<file path="config.mk">
export PLATFORM = sky130hd
export DESIGN_NAME = serial_subtractor
export DESIGN_NICKNAME = d
export VERILOG_FILES = /design/src/rtl/serial_subtractor.sv
export SDC_FILE = /design/constraint.sdc
export NUM_CORES = 1
export LEC_CHECK = 0
export ABC_AREA = 1
export CAP_MARGIN = 20
export CORE_MARGIN = 2
export CORE_UTILIZATION = 50
export DETAILED_ROUTE_END_ITERATION = 6
export HOLD_SLACK_MARGIN = 0.02
export PLACE_DENSITY = 0.76
export REMOVE_ABC_BUFFERS = 1
export SLEW_MARGIN = 5
export SYNTH_ARGS = -nofsm -noshare
export SYNTH_HDL_FRONTEND = slang
export SYNTH_SLANG_ARGS = --single-unit
</file>
<file path="constraint.sdc">
create_clock -name clk -period 1.6 [get_ports clk]
set_input_delay 0.32 -clock clk [delete_from_list [all_inputs] [get_ports clk]]
set_output_delay 0.32 -clock clk [all_outputs]
set_load 0.02 [all_outputs]
</file>
<file path="src/rtl/serial_subtractor.sv">
// Bit-serial subtractor: a - b over WIDTH cycles, LSB first, through a single
// difference/borrow cell with a registered borrow. Start/done handshake.
module serial_subtractor #(
  parameter int WIDTH = 8
) (
  input  logic             clk,
  input  logic             rst,
  input  logic             start,
  input  logic [WIDTH-1:0] a,
  input  logic [WIDTH-1:0] b,
  output logic             ready,
  output logic             busy,
  output logic             done,
  output logic [WIDTH-1:0] diff,
  output logic             borrow_out
);

  localparam int CW = $clog2(WIDTH) + 1;

  typedef enum logic [1:0] {
    IDLE  = 2'd0,
    SHIFT = 2'd1,
    DONE  = 2'd2
  } state_t;

  state_t           state_q, state_d;
  logic [WIDTH-1:0] a_sr, b_sr, res_sr;
  logic             borrow_q;
  logic [CW-1:0]    cnt;
  logic             x, y, d, bnext, last_bit;

  // Handshake: a start is taken only on an edge where ready=1 (IDLE);
  // done is a one-cycle pulse marking the cycle diff/borrow_out change.
  assign x        = a_sr[0];
  assign y        = b_sr[0];
  assign d        = x ^ y ^ borrow_q;
  assign bnext    = (~x & y) | (~(x ^ y) & borrow_q);
  assign last_bit = (cnt == CW'(WIDTH - 1));

  always_comb begin
    state_d = state_q;
    case (state_q)
      IDLE:    if (start) state_d = SHIFT;
      SHIFT:   if (last_bit) state_d = DONE;
      DONE:    state_d = IDLE;
      default: state_d = IDLE;
    endcase
  end

  // Status flags are registered from the next state so they line up with it.
  always_ff @(posedge clk) begin
    if (rst) begin
      state_q <= IDLE;
      ready   <= 1'b1;
      busy    <= 1'b0;
      done    <= 1'b0;
    end else begin
      state_q <= state_d;
      ready   <= (state_d == IDLE);
      busy    <= (state_d == SHIFT);
      done    <= (state_d == DONE);
    end
  end

  always_ff @(posedge clk) begin
    if (rst) begin
      a_sr       <= '0;
      b_sr       <= '0;
      res_sr     <= '0;
      borrow_q   <= 1'b0;
      cnt        <= '0;
      diff       <= '0;
      borrow_out <= 1'b0;
    end else begin
      case (state_q)
        IDLE: begin
          if (start) begin
            a_sr     <= a;
            b_sr     <= b;
            borrow_q <= 1'b0;
            cnt      <= '0;
          end
        end
        SHIFT: begin
          res_sr   <= {d, res_sr[WIDTH-1:1]};
          a_sr     <= a_sr >> 1;
          b_sr     <= b_sr >> 1;
          borrow_q <= bnext;
          cnt      <= cnt + CW'(1);
          // Publish on the final bit edge so the result is visible in DONE.
          if (last_bit) begin
            diff       <= {d, res_sr[WIDTH-1:1]};
            borrow_out <= bnext;
          end
        end
        default: ;
      endcase
    end
  end

endmodule

</file>
==> key figures <==
Setup path
  • Crit path arrival time: ~1.7 ns
  • Setup CP Type: register to register
  • Startpoint class of the critical path: register
  • Crit Path Max Fanout: 11
  • Crit. End Element: register
  • CP Data Required Time: between 1.5 and 2 ns

Min path
  • Hold Path Class: register to register

Global route
  • Grt ovf: 0
  • Initial antenna violation count: 0
  • Pin count of the biggest net entering global routing: 20
  • Number of global-route vias before repair: ~1400
  • GR Util All Layers: 0.185
  • First-pass GRT wire length: roughly 5.8 mm

Synthesis
  • Area leader, netlist: dfxtp_1
  • Mapped cell area: 0.00175 sq mm
  • Distinct cells, synth: 16
  • Synthesis-stage register bit count: 42
  • Sequential area share after synthesis: 0.480
  • Ranking of synthesized cells by area: dfxtp_1, nand2_1, nand3_1
  • Syn_area_per_cell: 7.09 sq um
  • Yosys warning count: 0
  • Cells after synthesis: 247
  • Share of the synthesized area in the top cell type: 0.480

Drt
  • Post-route DRC: 0
  • DR vias: between 1500 and 2000
  • Iter 0 DRT Violations: between 70 and 80
  • Routed length per instance: between 10 and 15 um
  • ANT nets after route: 0
  • First drt pass iteration count: 4
  • Vias per cell: about 4.7
  • Detailed Route WL: 3.37 mm

Place
  • Routability cong.: between 0.7 and 0.8
  • Hpwl dp: 2.44 mm
  • Placed Instance Area: between 0.002 and 0.0025 sq mm
  • Number of port buffers: 30

Pwr
  • Sequential share of power: 0.588
  • Switching pwr: approximately 480 uW
  • Tot Pwr: 1880 uW
  • LEAKAGE: a little under 0.001 uW
  • Switching Fraction: 0.254
  • Logic pwr share: 0.122
  • Peak supply drop: 0.000641 V
  • P per Cell Area: 872 mW/mm^2
  • Clock share of power: 0.289
  • Int Pwr: about 1400 uW

CTS
  • # clock sinks: 42
  • Cts bufs inserted: 5
  • Clk Latency, worst-skew pair: 0.35 ns
  • Clk root buf: clkbuf_4
  • Postcts setup bufs: 0
  • H-tree depth: 2
  • Clock-pin slew on the worst setup and hold paths: ~0.12 ns
  • Clk buf depth: 2
  • CTS tree: yes

Die
  • # rows: 21
  • Die Height: approximately 63 um
  • Total Die Area: around 0.004 sq mm
  • Die W: approximately 63 um
  • IO Pins: 31
  • Core ar.: 0.00334 sq mm
  • Starting Density: 0.525

Status
  • Status: completed

STA
  • Slew @ Worst Pin: between 0.3 and 0.4 ns
  • Rel. slew slack: 0.761
  • Fin. Hold Viols: 0
  • Fin. max-slew vios: 0
  • Minimum clock period: 1.38 ns
  • Peak Freq: between 700 and 800 MHz
  • Setup TNS: 0 ns
  • Final setup viols: 0
  • Clock Skews: roughly 0.0059 ns
  • RSZ-0062 raised after global routing: no
  • Final Cycle Share: 0.864

Cells and area
  • Synth-to-Final Area Change: 23.1%
  • N_diodes: 0
  • Commonest non-fill, non-tap cell in the layout: nand2_1
  • Share of cells above drive strength 1: 0.0645
  • Layout fillers: 344
  • Most frequent cells in the layout: nand2_1, dfxtp_1, nand3_1
  • Fin util: 0.646
  • Final nets: between 200 and 300
  • Fin area: about 0.0022 sq mm

Flow run
  • Max-cap violations: 0
-- critical path, cell delays in order, from the launching register on --
cell and delay (ns):
dfxtp_1 0.39, ha_1 0.19, nand2_1 0.08, nor2_1 0.13, nand2_1 0.24, nor2_1 0.19
nand2_1 0.06, nand2_1 0.05
-- worst paths after layout --
check,cells past startpoint,from,endpoint,slack (ns)
worst max register to register,7,cnt[0],diff[5],0.22
worst min-delay path,2,diff[7],diff[7],0.46
worst max-delay path,7,cnt[0],diff[5],0.22
worst min register to register,2,diff[7],diff[7],0.46
-- metrics by stage --
| step | hold WS (ns) | worst slack (ns) | std cells |
|---|---|---|---|
| floorplan | 0.389 | 0.0586 | 232 |
| global placement | 0.450 | 0.106 | 317 |
| detailed placement | 0.452 | 0.0563 | 317 |
| CTS | 0.467 | 0.00345 | 325 |
| global route | 0.489 | 0.0508 | 325 |
| finish | 0.463 | 0.217 | 325 |
-- cells by family after synthesis --
family | count (synthesis) | share of synthesized area
compound gates | 25 | 0.0715
flops | 42 | 0.480
fa+ha+maj | 2 | 0.0186
simple gates | 142 | 0.337
buf+inv | 36 | 0.0922
-- final cells by class --
class | instances | area, sq um | area share
flip-flops and latches | 42 | 841 | 0.390
multi-input cells | 169 | 748 | 0.347
repair buffers | 39 | 369 | 0.171
inverters | 21 | 78.8 | 0.0366
well taps | 46 | 57.6 | 0.0267
clock buffers | 7 | 55.1 | 0.0256
clock inverters | 1 | 5.00 | 0.00232
-- Yosys cell counts --
| cell type | number |
|---|---|
| fa_1 | 1 |
| o21ai_0 | 3 |
| ha_1 | 1 |
| buf_4 | 5 |
| buf_1 | 2 |
| inv_1 | 21 |
| nand2_1 | 66 |
| nor2_1 | 36 |
| a21oi_1 | 22 |
| dfxtp_1 | 42 |
| nand3_1 | 38 |
| buf_2 | 5 |
| clkbuf_2 | 1 |
| clkbuf_1 | 2 |
| nand2_2 | 1 |
| nor2_4 | 1 |
-- flip-flops by register name, indices dropped and copies added (netlist names) --
register / flops
a_sr: 8
b_sr: 8
borrow_out: 1
borrow_q: 1
busy: 1
cnt: 4
diff: 8
done: 1
ready: 1
res_sr: 7
state_q: 2
-- layer usage --
metal | track usage | vias up | wire length (um)
li1 | - | 838 | -
met1 | 0.220 | 678 | 1610
met2 | 0.309 | 21 | 1590
met3 | 0.0643 | 5 | 115
met4 | 0.0652 | 0 | 60
met5 | 0 | - | 0
-- power by group through the flow --
stage          sequential, uW  clock [uW]  combinational, uW
2_1_floorplan            1130           0                111
3_3_place_gp             1130           0                229
3_5_place_dp             1130           0                234
4_1_cts                  1100         556                232
5_1_grt                  1110         609                258
6_report                 1100         544                230
-- what timing repair did --
item | 4_1_cts | 5_1_grt
hold buffers | 0 | 0
endpoints found under the setup margin | 11 | 1
resized for setup | 11 | 1
pin swaps | 0 | 0
Power figures use the tool's default switching activity.
